==> src/rtl/leb128_decoder_pkg.sv <==
// Shared LEB128 decoder types, trap codes and limits.
// LEB128_64B_EN widens the accumulator to 64 bits and enables 10-byte decodes.
package leb128_pkg;

   typedef enum logic [1:0] {
      ACCUM,
      OUTPUT,
      ERROR
   } state_t;

   // Trap codes aliased into the core's trap space
   localparam logic [3:0] TRAP_NONE         = 4'd0;
   localparam logic [3:0] TRAP_LEB_OVERFLOW = 4'd9;
   localparam logic [3:0] TRAP_LEB_RANGE    = 4'd10;
   localparam logic [3:0] TRAP_NO_64B       = 4'd11;

   localparam int MAX_BYTES_32 = 5;
   localparam int MAX_BYTES_64 = 10;

`ifdef LEB128_64B_EN
   localparam int ACC_W = 64;
`else
   localparam int ACC_W = 32;
`endif

   function automatic logic [3:0] max_bytes(input logic w64);
      return w64 ? 4'(MAX_BYTES_64) : 4'(MAX_BYTES_32);
   endfunction

endpackage

==> src/rtl/leb128_decoder_if.sv <==
// Byte-in / value-out handshake bundle for the LEB128 decoder.
interface leb128_decoder_if #(
   parameter int OUT_W = 64,
   parameter int LEN_W = 4
);
   logic             in_valid;
   logic             in_ready;
   logic [7:0]       in_byte;
   logic             is_signed;
   logic             is_64;
   logic             out_valid;
   logic             out_ready;
   logic [OUT_W-1:0] out_value;
   logic [LEN_W-1:0] out_len;
   logic [3:0]       trap;

   modport master (
      output in_valid, in_byte, is_signed, is_64, out_ready,
      input  in_ready, out_valid, out_value, out_len, trap
   );

   modport slave (
      input  in_valid, in_byte, is_signed, is_64, out_ready,
      output in_ready, out_valid, out_value, out_len, trap
   );
endinterface

==> src/rtl/leb128_decoder_final_check.sv <==
// Padding-bit check for the last permitted byte of a LEB128 number.
module leb128_final_check
   import leb128_pkg::*;
(
   input  logic [3:0] count,
   input  logic [6:0] data,
   input  logic       sgn,
   input  logic       w64,
   output logic       ok
);

   always_comb begin
      ok = 1'b1;
      if (count == max_bytes(w64) - 4'd1) begin
         unique case (1'b1)
            (!w64 && !sgn): ok = (data[6:4] == 3'b000);
            (!w64 &&  sgn): ok = (data[6:4] == {3{data[3]}});
            ( w64 && !sgn): ok = (data[6:1] == 6'b0);
            default:        ok = (data == 7'h00) || (data == 7'h7f);
         endcase
      end
   end

endmodule

==> src/rtl/leb128_decoder.sv <==
// Streaming ULEB/SLEB128 immediate decoder, one byte per cycle.
// LEB128_64B_EN enables 64-bit targets; otherwise is_64 traps TRAP_NO_64B.
module leb128_decoder
   import leb128_pkg::*;
#(
   parameter int OUT_W = 64,
   parameter int LEN_W = 4
) (
   input logic             clk,
   input logic             reset,
   leb128_decoder_if.slave bus
);

   state_t           state;
   logic [ACC_W-1:0] acc;
   logic [3:0]       count;
   logic             sgn_q;
   logic             w64_q;
   logic             in_ready_q;
   logic             out_valid_q;
   logic [OUT_W-1:0] out_value_q;
   logic [LEN_W-1:0] out_len_q;
   logic [3:0]       trap_q;

   logic        accept;
   logic        first;
   logic        sgn_c;
   logic        w64_c;
   logic        no64;
   logic        more;
   logic        range_ok;
   logic [3:0]  last_idx;
   logic [5:0]  sh;
   logic [6:0]  sh_n;
   logic [6:0]  tgt_w;
   logic [63:0] merged;
   logic [63:0] filled;
   logic [63:0] result;

   assign accept = bus.in_valid & in_ready_q;
   assign first  = (count == 4'd0);
   assign sgn_c  = first ? bus.is_signed : sgn_q;
   assign w64_c  = first ? bus.is_64 : w64_q;
`ifdef LEB128_64B_EN
   assign no64   = 1'b0;
`else
   assign no64   = first & bus.is_64;
`endif
   assign more     = bus.in_byte[7];
   assign last_idx = max_bytes(w64_c) - 4'd1;
   assign sh       = {2'b00, count} * 6'd7;
   assign sh_n     = {1'b0, sh} + 7'd7;
   assign tgt_w    = w64_c ? 7'd64 : 7'd32;
   assign merged   = 64'(acc) | (64'(bus.in_byte[6:0]) << sh);

   // Negative values: everything above the last payload bit becomes ones
   always_comb begin
      filled = merged;
      if (sgn_c && bus.in_byte[6] && (sh_n < tgt_w))
         filled = merged | ~((64'd1 << sh_n) - 64'd1);
   end

   always_comb begin
      result = filled;
      if (!w64_c)
         result = sgn_c ? {{32{filled[31]}}, filled[31:0]}
                        : {32'b0, filled[31:0]};
   end

   leb128_final_check u_chk (
      .count (count),
      .data  (bus.in_byte[6:0]),
      .sgn   (sgn_c),
      .w64   (w64_c),
      .ok    (range_ok)
   );

   always_ff @(posedge clk or negedge reset) begin
      if (!reset) begin
         state       <= ACCUM;
         acc         <= '0;
         count       <= '0;
         sgn_q       <= 1'b0;
         w64_q       <= 1'b0;
         in_ready_q  <= 1'b0;
         out_valid_q <= 1'b0;
         out_value_q <= '0;
         out_len_q   <= '0;
         trap_q      <= TRAP_NONE;
      end else begin
         unique case (state)
            ACCUM: begin
               in_ready_q <= 1'b1;
               if (accept) begin
                  if (first) begin
                     sgn_q <= bus.is_signed;
                     w64_q <= bus.is_64;
                  end
                  if (no64) begin
                     state      <= ERROR;
                     trap_q     <= TRAP_NO_64B;
                     in_ready_q <= 1'b0;
                  end else if (more && count == last_idx) begin
                     state      <= ERROR;
                     trap_q     <= TRAP_LEB_OVERFLOW;
                     in_ready_q <= 1'b0;
                  end else if (more) begin
                     acc   <= merged[ACC_W-1:0];
                     count <= count + 4'd1;
                  end else if (!range_ok) begin
                     state      <= ERROR;
                     trap_q     <= TRAP_LEB_RANGE;
                     in_ready_q <= 1'b0;
                  end else begin
                     state       <= OUTPUT;
                     acc         <= filled[ACC_W-1:0];
                     count       <= count + 4'd1;
                     out_valid_q <= 1'b1;
                     out_value_q <= result[OUT_W-1:0];
                     out_len_q   <= LEN_W'(count + 4'd1);
                     in_ready_q  <= 1'b0;
                  end
               end
            end
            OUTPUT: begin
               if (bus.out_ready) begin
                  state       <= ACCUM;
                  acc         <= '0;
                  count       <= '0;
                  out_valid_q <= 1'b0;
                  in_ready_q  <= 1'b1;
               end
            end
            ERROR: begin
               in_ready_q  <= 1'b0;
               out_valid_q <= 1'b0;
            end
            default: state <= ERROR;
         endcase
      end
   end

   assign bus.in_ready  = in_ready_q;
   assign bus.out_valid = out_valid_q;
   assign bus.out_value = out_value_q;
   assign bus.out_len   = out_len_q;
   assign bus.trap      = trap_q;

endmodule
==> src/flat_wrapper.sv <==
// flat-port wrapper written by rule: the top's interface ports become plain ports
module leb128_decoder_flat import leb128_pkg::*;
#(
   parameter int OUT_W = 64,
   parameter int LEN_W = 4
)
  (clk, reset, bus_in_valid, bus_in_byte, bus_is_signed, bus_is_64, bus_out_ready, bus_in_ready, bus_out_valid, bus_out_value, bus_out_len, bus_trap);
  leb128_decoder_if #(.OUT_W(OUT_W), .LEN_W(LEN_W)) bus_i ();
  input logic clk;
  input logic reset;
  input wire logic [$bits(bus_i.in_valid)-1:0] bus_in_valid;
  input wire logic [$bits(bus_i.in_byte)-1:0] bus_in_byte;
  input wire logic [$bits(bus_i.is_signed)-1:0] bus_is_signed;
  input wire logic [$bits(bus_i.is_64)-1:0] bus_is_64;
  input wire logic [$bits(bus_i.out_ready)-1:0] bus_out_ready;
  output wire logic [$bits(bus_i.in_ready)-1:0] bus_in_ready;
  output wire logic [$bits(bus_i.out_valid)-1:0] bus_out_valid;
  output wire logic [$bits(bus_i.out_value)-1:0] bus_out_value;
  output wire logic [$bits(bus_i.out_len)-1:0] bus_out_len;
  output wire logic [$bits(bus_i.trap)-1:0] bus_trap;
  assign bus_i.in_valid = bus_in_valid;
  assign bus_i.in_byte = bus_in_byte;
  assign bus_i.is_signed = bus_is_signed;
  assign bus_i.is_64 = bus_is_64;
  assign bus_i.out_ready = bus_out_ready;
  assign bus_in_ready = bus_i.in_ready;
  assign bus_out_valid = bus_i.out_valid;
  assign bus_out_value = bus_i.out_value;
  assign bus_out_len = bus_i.out_len;
  assign bus_trap = bus_i.trap;
  leb128_decoder #(.OUT_W(OUT_W), .LEN_W(LEN_W)) u_core (.clk(clk), .reset(reset), .bus(bus_i));
endmodule
==> config.mk <==
export PLATFORM = sky130hd
export DESIGN_NAME = leb128_decoder_flat
export DESIGN_NICKNAME = d
export VERILOG_FILES = /design/src/rtl/leb128_decoder_pkg.sv /design/src/rtl/leb128_decoder_if.sv /design/src/rtl/leb128_decoder_final_check.sv /design/src/rtl/leb128_decoder.sv /design/src/flat_wrapper.sv
export SDC_FILE = /design/constraint.sdc
export NUM_CORES = 1
export LEC_CHECK = 0
export CORE_UTILIZATION = 45
export CTS_BUF_LIST = sky130_fd_sc_hd__clkbuf_4 sky130_fd_sc_hd__clkbuf_8 sky130_fd_sc_hd__clkbuf_16
export CTS_CLUSTER_DIAMETER = 50
export DETAILED_ROUTE_END_ITERATION = 12
export DONT_BUFFER_PORTS = 1
export GPL_TIMING_DRIVEN = 1
export PLACE_DENSITY = 0.64
export SETUP_SLACK_MARGIN = 0.3
export SLEW_MARGIN = 20
export SYNTH_ARGS = -nofsm -noshare
export SYNTH_HDL_FRONTEND = slang
export SYNTH_SLANG_ARGS = --single-unit
export TNS_END_PERCENT = 50
==> constraint.sdc <==
create_clock -name clk -period 5.1 [get_ports clk]
set_clock_uncertainty 0.1 [all_clocks]
set_input_delay 0.765 -clock clk [delete_from_list [all_inputs] [get_ports clk]]
set_output_delay 0.765 -clock clk [all_outputs]
set_load 0.05 [all_outputs]
### Yosys cells after proc, flatten, opt, wreduce, memory -nomap -nowiden

Index checks and enable logic that the tools add are counted.

* flip-flop bits (word level): 114
* output and inout bits: 74
* word-level logic and storage cells: 112

* multiplexer cells: 47
* add/subtract/negate cells: 4
* multipliers: 1
* eq/ne operators: 15
* shift-type cells: 2
* bitwise logic cells: 9
* order comparisons: 1
* reduce and logical (&&, ||, !) cells: 23

Operator list (number)
* $mux 32: 6
* $mux 64: 3
* $not 64->64: 1
* $or 32x64->64: 1
* $or 64x64->64: 1
* $pmux 32 s2: 1
* $shl 1x7->64 const A: 1
* $shl 7x6->64: 1
* $sub 64x1->64 const B: 1
* $mux 4: 11
* $mux 1: 14
* $mux 2: 6
* $reduce_and 6->1: 2
* $pmux 1 s3: 3
* $ne 2x2->1 const B: 4
* $pmux 4 s2: 1
* $reduce_and 4->1: 2
* $add 6x3->7 const B: 1
* $eq 7x7->1 const B: 1
* $logic_not 7->1: 1
* $lt 7x7->1: 1
* $mux 7: 1
* $reduce_and 7->1: 1
* $logic_and 1x1->1: 6
* 23 further kinds: 31

### Logic depth before layout (Yosys ltp)

* depth after elaboration: 13
* mapped depth: 20
* mapped depth without buffers: 17

### By module

Synthesis repeated with hierarchy kept, for this count alone.

* cells, all modules: 1168
* area, all modules: 9033.7 um^2

Modules (own cells, without submodules)
* leb128_decoder: area an instance 8909.8 um^2, cells each 1151, times used 1, sequential area each 2827.7 um^2
* leb128_final_check: area an instance 123.9 um^2, cells each 17, times used 1, sequential area each 0.0 um^2

### Worst setup path before layout

Ideal clock, no wire load.

* kind: register to register
* start point: register u_core.count[1]
* end point: register u_core.out_value_q[56] (netlist: u_core.bus.out_value[56])
* data required time: 4.873 ns
* setup slack: -0.027 ns
* arrival: 4.900 ns
* library setup time: 0.127 ns
* stages on the path, launching flop included: 19
* cell sequence: dfrtp_1 fa_1 ha_1 fa_1 buf_2 inv_1 clkbuf_1 o21ai_0 o21ai_0 and4_1 inv_1 ha_1 inv_1 a31oi_1 o2111ai_4 or2_1 or4_1 a32oi_1 a21oi_1

* cells in the longest elaborated chain, start to end: 9
* elaborated cells between the ends (all ways): 33

Ends and longest elaborated chain
* from (decl): RTL line leb128_decoder.sv:16 `logic [3:0] count;`
* from (signal assigned): RTL line leb128_decoder.sv:109 `count <= count + 4'd1;`
* from (signal assigned): RTL line leb128_decoder.sv:117 `count <= count + 4'd1;`
* $mul 4x3->6: RTL line leb128_decoder.sv:51 `assign sh = {2'b00, count} * 6'd7;`
* $add 6x3->7: RTL line leb128_decoder.sv:52 `assign sh_n = {1'b0, sh} + 7'd7;`
* $shl 1x7->64: RTL line leb128_decoder.sv:60 `filled = merged | ~((64'd1 << sh_n) - 64'd1);`
* $sub 64x1->64: RTL line leb128_decoder.sv:60
* $not 64->64: RTL line leb128_decoder.sv:60
* $or 64x64->64: RTL line leb128_decoder.sv:60
* $mux 64: RTL line leb128_decoder.sv:59 `if (sgn_c && bus.in_byte[6] && (sh_n < tgt_w))`
* $mux 64: RTL line leb128_decoder.sv:66 `result = sgn_c ? {{32{filled[31]}}, filled[31:0]}`
* $mux 64: RTL line leb128_decoder.sv:65 `if (!w64_c)`
* to (signal assigned): RTL line leb128_decoder.sv:119 `out_value_q <= result[OUT_W-1:0];`
* to (decl): RTL line leb128_decoder.sv:21 `logic [OUT_W-1:0] out_value_q;`

Several ways; a longest one is shown, not always the timed one.
A chain may end at the register's enable or synchronous reset.

### Worst setup path after layout

* start point: register u_core.count[1]
* end point: register u_core.out_value_q[34] (netlist: u_core.bus.out_value[34])

The elaborated chain is that of the path after synthesis.

==> results.json <==
{
  "syn-cell-area_um2": 9390,
  "fin_crit_sh_pct": 92.9,
  "critical_path.most_common_cell": "fa_1",
  "post-route-min-period_ps": 4740,
  "synth_seq_area_share_pct": 30.1,
  "cts_made_buffers": 17,
  "drtIter0Drc": 1313,
  "endpoint_kind": "flip-flop",
  "dieArea_um2": 21400,
  "nNetsFinal": 1243,
  "worstMarginPinSlew_ps": 972,
  "grt_util_all_layers_pct": 36.8,
  "rsz0062_at_grt": "yes",
  "ys_warn_count": 0,
  "post-place-ws_ps": 288,
  "tns_ps": 0,
  "io_buffers": 0,
  "crit_family": "simple AND/OR/NAND/NOR gates",
  "cts_tree": "yes",
  "hold_viol_final": 0,
  "fp.dieW_um": 146,
  "start_util_pct": 46.1,
  "syn_nets": 1227,
  "htree_levels": 4,
  "fmax_mhz": 211,
  "use_met2_pct": 56.2,
  "hpwl_um": 28900,
  "syn_to_final_growth_pct": 14.7,
  "crit_fanout": 23,
  "gr-usage-met3_pct": 8.47,
  "grt_pass1_vias": 9649,
  "final_antenna_net_count": 0,
  "crit_required_ps": 5320,
  "cp_slowest_cell": "fa_1",
  "route.vias.total": 10300,
  "fill_cells": 1942,
  "first_pass_iters": 5,
  "ys_top_cells_by_area": "dfrtp_1 30%, nor2_1 6.6%, a21oi_1 5.4%",
  "synth_area_leader_cell": "dfrtp_1",
  "cts-root-buf": "clkbuf_16",
  "grt_use_met1_pct": 48.4,
  "drt-vias-per-instance": 6.89,
  "setup.worst_path.start_class": "flip-flop",
  "cts_buffer_depth": 2,
  "synth_common_cells": "165 x nor2_1, 113 x dfrtp_1, 111 x nand2_1, 101 x a21oi_1, 60 x o21ai_0",
  "setup_violations": 0,
  "clkSinkCount": 113,
  "slew_headroom_pct": 35.0,
  "num_io_pins": 88,
  "num_rows": 52,
  "status": "finished, final reports clean",
  "clock_latency_ps": 430,
  "grt_pass1_wl_um": 59600,
  "maxSlewViolCount": 0,
  "finalWirelength_um": 39500,
  "synthDistinctLibCells": 100,
  "worstPathArrival_ps": 4960,
  "cap_viol_max_count": 0,
  "synth-edff-count": 0,
  "finalWeightedCongestion": 1.07,
  "grt.busiest_layer": "met2",
  "netlist.area_leader.share_pct": 30.1,
  "wire_per_inst_um": 26.5,
  "synthArstFlopShare_pct": 100,
  "path_class": "reg -> reg",
  "yosysMostFrequentCell": "nor2_1",
  "max_stage_delay_ps": 500,
  "hold_class": "in -> async",
  "synthCells": 1191,
  "syn_area_per_cell_um2": 7.88,
  "antenna_found_initial": 0,
  "coreArea_um2": 20400,
  "drive_above_1_share_pct": 15.2,
  "grt_start_max_net_pins": 114,
  "synth-main-ff-cell": "dfrtp_1",
  "drc": 0,
  "n_antenna_cell": 0,
  "crit_chain": "fa_1, ha_1, fa_1, buf_8, or4_1, and2_1, o211ai_1, o21ai_0, nand2_1, o311ai_0, or3_1, a32o_1, o22a_1",
  "ys_seq_elements": 113,
  "gr-total-overflow": 0,
  "fp.dieH_um": 146,
  "worst-path-buf-inv": 1,
  "clkTransAtPathRegs_ps": 60,
  "layout_setup_ws_ps": 360
}
==> worst paths after layout <==
| kind | start | endpoint | slack (ps) | depth (start not counted) |
|---|---|---|---|---|
| max | u_core.count[1] | u_core.bus.out_value[34] | 360 | 13 |
| min | reset | u_core.bus.out_value[57] | 170 | 1 |
| max reg2reg | u_core.count[1] | u_core.bus.out_value[34] | 360 | 13 |
| min reg2reg | u_core.acc[9] | u_core.acc[9] | 390 | 2 |
| max in group asynchronous | reset | u_core.acc[5] | 4260 | 1 |
| min in group clk | bus_in_byte[7] | u_core.acc[28] | 350 | 1 |
==> stage by stage <==
| stage | cells | util [%] | area (um2) | hold WS, ps |
|---|---|---|---|---|
| floorplan | 1191 | - | 9400 | 351 |
| global placement | 1448 | 48.6 | 9900 | 371 |
| detailed placement | 1448 | 48.6 | 9900 | 372 |
| CTS | 1481 | 51.8 | 10600 | 215 |
| global route | 1490 | 52.9 | 10800 | 225 |
| finish | 1490 | 52.9 | 10800 | 172 |
==> flip-flops by register name, indices dropped and copies added (netlist names), 2 cells and up <==
register / cells
u_core.bus.out_value: 64
u_core.acc: 32
u_core.bus.out_len: 4
u_core.count: 4
u_core.bus.trap: 3
u_core.state: 2
==> worst reg2reg max path: stages (launching register included) <==
cell	delay, ps
dfrtp_1	430
fa_1	470
ha_1	230
fa_1	500
buf_8	200
or4_1	480
and2_1	370
o211ai_1	320
o21ai_0	200
nand2_1	100
o311ai_0	310
or3_1	470
a32o_1	280
o22a_1	160
==> timing repair <==
item | 4_1_cts | 5_1_grt
gates cloned | 0 | 0
hold buffers | 1 | 0
pin swaps | 0 | 6
setup endpoints to repair | 1 | 45
setup buffers | 0 | 9
resized for setup | 1 | 30
endpoints found under the hold margin | 113 | 0
==> per-layer routing <==
layer / share of wire [%] / vias up
met2: 44 / 669
li1: - / 4512
met3: 10 / 125
met5: 0 / -
met4: 5.6 / 0
met1: 40 / 4958
==> cells in the final DEF (no fill, tap or decap), types with 10 or more instances in the layout <==
| master | count |
|---|---|
| a211oi_1 | 11 |
| a21oi_1 | 101 |
| a31oi_1 | 26 |
| and3_1 | 11 |
| buf_4 | 74 |
| clkbuf_16 | 17 |
| dfrtp_1 | 113 |
| ha_1 | 18 |
| inv_1 | 23 |
| mux2i_1 | 16 |
| nand2_1 | 110 |
| nand3_1 | 55 |
| nand4_1 | 13 |
| nor2_1 | 164 |
| nor3_1 | 45 |
| o211ai_1 | 16 |
| o21a_1 | 14 |
| o21ai_0 | 57 |
| o22a_1 | 10 |
| o22ai_1 | 21 |
| o31ai_1 | 19 |
| or3_1 | 13 |
| xnor2_1 | 14 |
| xor2_1 | 13 |
==> layout make-up <==
cell class	instances	area, um2	area share (%)
multi-input combinational	970	6230	57.9
sequential	113	2830	26.2
timing repair buffer	80	661	6.13
clock buffer	17	425	3.95
tap	270	338	3.14
clock inverter	15	195	1.81
inverter	25	93.8	0.871
==> kinds of logic (layout without fill, tap and decap cells) <==
| kind of cell | after synthesis | after routing | share of synthesized area (%) |
|---|---|---|---|
| xor gates and xnor gates | 35 | 35 | 3.66 |
| adders and majority gates | 22 | 22 | 3.25 |
| other | 1 | 1 | 0.0399 |
| muxes | 24 | 24 | 2.67 |
| and+or+nand+nor | 481 | 481 | 24.4 |
| DFF | 113 | 113 | 30.1 |
| buffers and inverters | 108 | 137 | 5.33 |
| AOI/OAI and AO/OA | 407 | 407 | 30.5 |
Power is not shown: default switching activity piles up to over one toggle a cycle in this logic, so the estimate is an artifact.
